$ cat src/rtl/lights_pkg.sv
// Shared types for the lights instruction stream: opcodes, coordinates,
// the packed instruction word and the evaluator FSM states.
package lights_pkg;

    typedef enum logic [1:0] {
        OP_OFF    = 2'd0,
        OP_ON     = 2'd1,
        OP_TOGGLE = 2'd2,
        OP_RSVD   = 2'd3
    } op_t;

    localparam int COORD_WIDTH = 10;

    typedef logic [COORD_WIDTH-1:0] coord_t;

    typedef struct packed {
        op_t    op;
        coord_t x0;
        coord_t y0;
        coord_t x1;
        coord_t y1;
    } instr_t;

    localparam int INSTRUCTION_WIDTH = $bits(instr_t);

    typedef enum logic [1:0] {
        ST_PASS  = 2'd0,
        ST_ACCUM = 2'd1,
        ST_DONE  = 2'd2
    } state_t;

    // Inclusive rectangle test; an inverted rectangle (x0>x1 or y0>y1) never hits.
    function automatic logic in_rect(input coord_t x, input coord_t y, input instr_t i);
        return (x >= i.x0) && (x <= i.x1) && (y >= i.y0) && (y <= i.y1);
    endfunction

endpackage

$ cat src/rtl/brightness_evaluator_if.sv
// Instruction stream from the replay buffer: ready/valid with an end-of-list marker.
interface brightness_evaluator_if
    import lights_pkg::*;
();
    logic                         instr_valid;
    logic                         instr_ready;
    logic                         instr_last;
    logic [INSTRUCTION_WIDTH-1:0] instr_data;

    modport master (output instr_valid, output instr_last, output instr_data, input instr_ready);
    modport slave  (input instr_valid, input instr_last, input instr_data, output instr_ready);
endinterface

$ cat src/rtl/brightness_lane.sv
// One light's brightness counter: rectangle hit test, op apply with floor/saturation, clear.
module brightness_lane
    import lights_pkg::*;
#(
    parameter int BRIGHT_WIDTH = 16
) (
    input  logic                    clk,
    input  logic                    reset_n,
    input  coord_t                  x,
    input  coord_t                  y,
    input  logic                    apply,
    input  logic                    clear,
    input  instr_t                  instr,
    output logic [BRIGHT_WIDTH-1:0] bright
);

    localparam logic [BRIGHT_WIDTH-1:0] MAX_B = '1;

    logic hit;

    // Hit decode for this lane's coordinate.
    always_comb begin
        hit = in_rect(x, y, instr);
    end

    // Counter update; clear (slice fold) wins over a concurrent apply.
    always_ff @(posedge clk) begin
        if (!reset_n) begin
            bright <= '0;
        end else if (clear) begin
            bright <= '0;
        end else if (apply && hit) begin
            case (instr.op)
                OP_OFF:    if (bright != '0) bright <= bright - BRIGHT_WIDTH'(1);
                OP_ON:     if (bright != MAX_B) bright <= bright + BRIGHT_WIDTH'(1);
                OP_TOGGLE: begin
                    if (bright >= MAX_B - BRIGHT_WIDTH'(1)) bright <= MAX_B;
                    else                                    bright <= bright + BRIGHT_WIDTH'(2);
                end
                default:   bright <= bright;
            endcase
        end
    end

endmodule

$ cat src/rtl/brightness_evaluator.sv
// Reader end of the instruction replay buffer. Replays the full list once per
// slice of LANES lights, then folds the slice into the running total.
module brightness_evaluator
    import lights_pkg::*;
#(
    parameter int GRID_SIZE    = 1000,
    parameter int LANES        = 8,
    parameter int BRIGHT_WIDTH = 16,
    parameter int TOTAL_WIDTH  = 32
) (
    input  logic                   clk,
    input  logic                   reset_n,
    brightness_evaluator_if.slave  instr,
    output logic                   done,
    output logic [TOTAL_WIDTH-1:0] total_brightness
);

    if (GRID_SIZE % LANES != 0) begin : g_bad_cfg
        $error("brightness_evaluator: GRID_SIZE must be a multiple of LANES");
    end

    localparam coord_t X_LAST = coord_t'(GRID_SIZE - LANES);
    localparam coord_t Y_LAST = coord_t'(GRID_SIZE - 1);

    state_t                  state;
    logic                    ready_q;
    coord_t                  x_base;
    coord_t                  y;
    logic                    accept;
    logic                    clear;
    instr_t                  beat;
    logic [BRIGHT_WIDTH-1:0] lane_bright [LANES];
    logic [TOTAL_WIDTH-1:0]  lane_sum;

    assign instr.instr_ready = ready_q;
    assign beat   = instr_t'(instr.instr_data);
    assign accept = instr.instr_valid && ready_q;
    assign clear  = (state == ST_ACCUM);

    for (genvar i = 0; i < LANES; i++) begin : g_lane
        brightness_lane #(.BRIGHT_WIDTH(BRIGHT_WIDTH)) u_lane (
            .clk     (clk),
            .reset_n (reset_n),
            .x       (x_base + coord_t'(i)),
            .y       (y),
            .apply   (accept),
            .clear   (clear),
            .instr   (beat),
            .bright  (lane_bright[i])
        );
    end

    // Slice sum across all lanes.
    always_comb begin
        lane_sum = '0;
        for (int i = 0; i < LANES; i++) begin
            lane_sum = lane_sum + TOTAL_WIDTH'(lane_bright[i]);
        end
    end

    // Sequencer: replay pass, one-cycle fold, then park in DONE until reset.
    always_ff @(posedge clk) begin
        if (!reset_n) begin
            state            <= ST_PASS;
            ready_q          <= 1'b0;
            done             <= 1'b0;
            total_brightness <= '0;
            x_base           <= '0;
            y                <= '0;
        end else begin
            case (state)
                ST_PASS: begin
                    if (accept && instr.instr_last) begin
                        state   <= ST_ACCUM;
                        ready_q <= 1'b0;
                    end else begin
                        ready_q <= 1'b1;
                    end
                end
                ST_ACCUM: begin
                    total_brightness <= total_brightness + lane_sum;
                    if (x_base == X_LAST) begin
                        x_base <= '0;
                        y      <= y + coord_t'(1);
                    end else begin
                        x_base <= x_base + coord_t'(LANES);
                    end
                    if (x_base == X_LAST && y == Y_LAST) begin
                        state   <= ST_DONE;
                        done    <= 1'b1;
                        ready_q <= 1'b0;
                    end else begin
                        state   <= ST_PASS;
                        ready_q <= 1'b1;
                    end
                end
                ST_DONE: begin
                    ready_q <= 1'b0;
                    done    <= 1'b1;
                end
                default: begin
                    state   <= ST_PASS;
                    ready_q <= 1'b0;
                end
            endcase
        end
    end

endmodule

$ cat src/flat_wrapper.sv
// flat-port wrapper written by rule: the top's interface ports become plain ports
module brightness_evaluator_flat import lights_pkg::*;
#(
    parameter int GRID_SIZE    = 1000,
    parameter int LANES        = 8,
    parameter int BRIGHT_WIDTH = 16,
    parameter int TOTAL_WIDTH  = 32
)
  (clk, reset_n, done, total_brightness, instr_instr_valid, instr_instr_last, instr_instr_data, instr_instr_ready);
  brightness_evaluator_if instr_i ();
  input  logic clk;
  input  logic reset_n;
  output logic done;
  output logic [TOTAL_WIDTH-1:0] total_brightness;
  input wire logic [$bits(instr_i.instr_valid)-1:0] instr_instr_valid;
  input wire logic [$bits(instr_i.instr_last)-1:0] instr_instr_last;
  input wire logic [$bits(instr_i.instr_data)-1:0] instr_instr_data;
  output wire logic [$bits(instr_i.instr_ready)-1:0] instr_instr_ready;
  assign instr_i.instr_valid = instr_instr_valid;
  assign instr_i.instr_last = instr_instr_last;
  assign instr_i.instr_data = instr_instr_data;
  assign instr_instr_ready = instr_i.instr_ready;
  brightness_evaluator #(.GRID_SIZE(GRID_SIZE), .LANES(LANES), .BRIGHT_WIDTH(BRIGHT_WIDTH), .TOTAL_WIDTH(TOTAL_WIDTH)) u_core (.clk(clk), .reset_n(reset_n), .instr(instr_i), .done(done), .total_brightness(total_brightness));
endmodule
$ cat config.mk
export PLATFORM = sky130hd
export DESIGN_NAME = brightness_evaluator_flat
export DESIGN_NICKNAME = d
export VERILOG_FILES = /design/src/rtl/lights_pkg.sv /design/src/rtl/brightness_evaluator_if.sv /design/src/rtl/brightness_lane.sv /design/src/rtl/brightness_evaluator.sv /design/src/flat_wrapper.sv
export SDC_FILE = /design/constraint.sdc
export NUM_CORES = 1
export LEC_CHECK = 0
export CORE_AREA = 2 2 221 245
export CTS_CLUSTER_DIAMETER = 200
export DETAILED_ROUTE_END_ITERATION = 12
export DIE_AREA = 0 0 223 247
export GPL_TIMING_DRIVEN = 0
export SLEW_MARGIN = 5
export SYNTH_ARGS = -nofsm -noshare
export SYNTH_HDL_FRONTEND = slang
export SYNTH_SLANG_ARGS = --single-unit
$ cat constraint.sdc
create_clock -name clk -period 9.74 [get_ports clk]
set_input_delay 1.948 -clock clk [delete_from_list [all_inputs] [get_ports clk]]
set_output_delay 1.948 -clock clk [all_outputs]
set_load 0.01 [all_outputs]
==> results.txt <==
Reg area = 0.00362 sq mm
Gr ovfl total = 0
Seq cells post-synth = 181
Total power = 0.00173 W
Vias = 21,100
CTS tree = built
First-pass GRT wire length = 117,000 um
Multi-input combinational cell area = 0.0160 sq mm
Worst path required time = 10.12 ns
Achievable frequency = 134 MHz
Register area share after synthesis = 17.4%
Worst-path fanout max = 8
NumNets Final = 3,139
CTS clock-pin slew for the worst setup and hold paths = 0.07 ns
Total die area = 0.0551 sq mm
Clk_lat worst skew = 0.48 ns
Initial DRT Pass Iterations = 6
Die Height = 247 um
Setup Buffers After CTS = 0
Crit path capture type = flip-flop
Synthesized instance count = 2,661
R2r endpoint = u_core.total_brightness[23]$_SDFFE_PN0P_
Tcrit/Tclk final = 76.8%
Worst Hold Class = flip-flop to flip-flop
Initial antenna violation count = 1
CTS Buf Count = 17
Reg-to-reg setup timing slack = 2.26 ns
Mux share of post-synthesis cell area = 1.06%
Final Setup Violations = 0
Most common cell after layout, fill and taps aside = a21oi_1
Dpl hpwl = 59,700 um
Row count = 89
VDD IR-drop max = 116 uV
Crit path arrival time = 7.86 ns
Largest family of logic cells by synthesized area = compound AO/OA/AOI/OAI gates
Top_reg_cell synth = dfxtp_1
Share of cells above drive strength 1 = 3.61%
Worst r2r src = u_core.g_lane[0].u_lane.bright[0]$_SDFFE_PP0P_
Kind of critical path = flip-flop to flip-flop
GRT Resource Usage Total = 27.4%
# IOs = 80
Via/cell ratio = 6.10
Cells along the critical path = ha_1 -> fa_1 -> a21o_1 -> a21oi_1 -> nor2b_1 -> nor2_1 -> o31ai_1 -> a41oi_1 -> a21oi_1 -> a311oi_1 -> xor2_1 -> fa_1 -> fa_1 -> fa_1 -> fa_1 -> inv_1 -> ha_1 -> a21oi_1 -> o21ai_0 -> a211o_1 -> a311oi_2 -> nor3_1 -> xor2_1 -> and2_1
Power Density = 74.7 mW/mm^2
Average cell area after synthesis = 7.84 sq um
Mapped Nets = 3,040
Routed Antenna Nets = 0
RSZ-0062 raised after global routing = false
Fill count = 5,307
Clock sink count = 181
Post-synthesis xor/xnor area fraction = 5.92%
Max Slew Vio Count = 12
Count of cell types in the netlist = 82
Max H-tree Level = 4
Max incr delay on CP = 0.55 ns
Cts hold-fix bufs = 0
Drt wl/cell = 22.2 um
Outcome = complete, but fails checks
Most numerous cell on the critical path = fa_1
Fin crit period = 7.48 ns
Yosys warns = 0
CP Buf/Inv Count = 1
First DRT Iteration DRCs = 1,760
Post-CTS Resized = 0
Hold_sp = u_core.done$_SDFFE_PN0P_
Die Wd = 223 um
Pin count of the biggest net entering global routing = 104
Adder-Cell Fraction of Synth Area = 23.7%
Slowest CP cell = a311oi_2
Final hold vios = 0
Post-synthesis simple-gate area fraction = 20.1%
Fin util = 43.7%
Failing checks = max-capacitance violations, max-slew violations
Routed wire length = 76,700 um
ANT cells = 0
Synth Area in Compound Gates = 25.8%
Worst Tran Pin Value = 1.67 ns
CTS root buf = clkbuf_16
Max cap viols = 2
P_leak = 9.44 nW
Residual DRC = 0
Worst R2R Path Depth = 24
Routability cong. = 0.957
Final WS setup = 2.26 ns
Initial Util = 39.5%
Crit path max-delay family = adder cells
Worst slack, placed = 2.33 ns
WHS Endpoint = u_core.done$_SDFFE_PN0P_
CTS Buffer Depth = 2
Area grow syn2layout = 10.7%
Post-synthesis instance area = 0.0209 sq mm
Slew headroom = -14.4%
Number of global-route vias before repair = 20,200
Critical Path Start Type = flip-flop
Commonest cells after routing, fill and taps aside = a21oi_1 (232), ha_1 (229), inv_1 (225), nand2_1 (210), dfxtp_1 (181)
Clk_skew = 0.0123 ns
Core area = 0.0529 sq mm
# port buffers = 79
EDFF count, synth = 0
Ys async rst share = 0%
Hold Path Stages = 1
[cells in the mapped netlist (all sizes together) (22+ instances only)]
cell    count  area [sq um]
a211oi     91           693
a21o       53           398
a21oi     232          1160
a31oi      26           163
and2       39           244
and3       35           219
buf        25           139
clkbuf     73           274
dfxtp     181          3620
fa        104          2080
ha        229          2870
inv       225           845
nand2     210           788
nand2b     27           169
nand3     107           536
nand4      32           200
nor2      178           668
nor2b      23           144
nor3       66           335
nor4       48           330
o21a       42           315
o21ai     173           873
o31ai      22           165
xnor2      90           788
xor2       51           447
[registers in the layout, summed over array words and instances (netlist names)]
| register | count |
|---|---|
| u_core.done | 1 |
| u_core.g_lane.u_lane.bright | 128 |
| u_core.instr.instr_ready | 1 |
| u_core.state | 2 |
| u_core.total_brightness | 32 |
| u_core.x_base | 7 |
| u_core.y | 10 |
[cells by family after synthesis]
logic type	count (synthesis)
and+or+nand+nor	832
AOI/OAI and AO/OA	828
DFF	181
muxes	22
adders and majority gates	333
xor gates and xnor gates	141
buffers and inverters	324
[power breakdown]
| part | switching (W) | leakage [nW] | internal [W] |
|---|---|---|---|
| Clock | 0.000359 | 0.267 | 0.000348 |
| Sequential | 0.00000111 | 1.46 | 0.000740 |
| Combinational | 0.000185 | 7.71 | 0.0000941 |
[area by class of cell]
class | count | area share [%]
Multi-Input combinational cell | 2156 | 69.2
Sequential cell | 181 | 15.7
Inverter | 226 | 3.69
Tap cell | 682 | 3.69
Timing Repair Buffer | 80 | 3.54
Clock buffer | 19 | 1.96
Buffer | 98 | 1.79
Clock inverter | 13 | 0.493
[worst max-delay path by stage]
stage,from,endpoint,cells after the start
finish,u_core.g_lane[0].u_lane.bright[0]$_SDFFE_PP0P_,u_core.total_brightness[23]$_SDFFE_PN0P_,24
global placement,instr_instr_data[40],u_core.g_lane[4].u_lane.bright[14]$_SDFFE_PP0P_,15
global route,u_core.g_lane[0].u_lane.bright[0]$_SDFFE_PP0P_,u_core.total_brightness[31]$_SDFFE_PN0P_,24
floorplan,instr_instr_data[40],u_core.g_lane[4].u_lane.bright[14]$_SDFFE_PP0P_,14
detailed placement,u_core.g_lane[0].u_lane.bright[0]$_SDFFE_PP0P_,u_core.total_brightness[31]$_SDFFE_PN0P_,24
CTS,u_core.g_lane[0].u_lane.bright[0]$_SDFFE_PP0P_,u_core.total_brightness[31]$_SDFFE_PN0P_,24
[stage by stage]
stage                     setup TNS, ns  hold slack [ns]  area [sq um]  cells
after detailed placement              0            0.438         22500   3423
final                                 0            0.453         23100   3455
after global placement           -96.95            0.435         22500   3422
after CTS                             0            0.455         23100   3455
after floorplan                       0            0.466         20900   2661
after global routing                  0            0.481         23100   3455
[metal layers]
metal  wire [um]  global-route usage (%)  vias to the layer above  share of wire [%]
met2       35600                    45.8                      857                 46
li1            -                       -                     9945                  -
met4        4520                    15.8                        0                5.9
met5           0                       0                        -                  0
met1       31100                    33.4                    10100                 41
met3        5450                    4.62                      219                7.1
No activity file was read; power rests on OpenSTA's default activity.
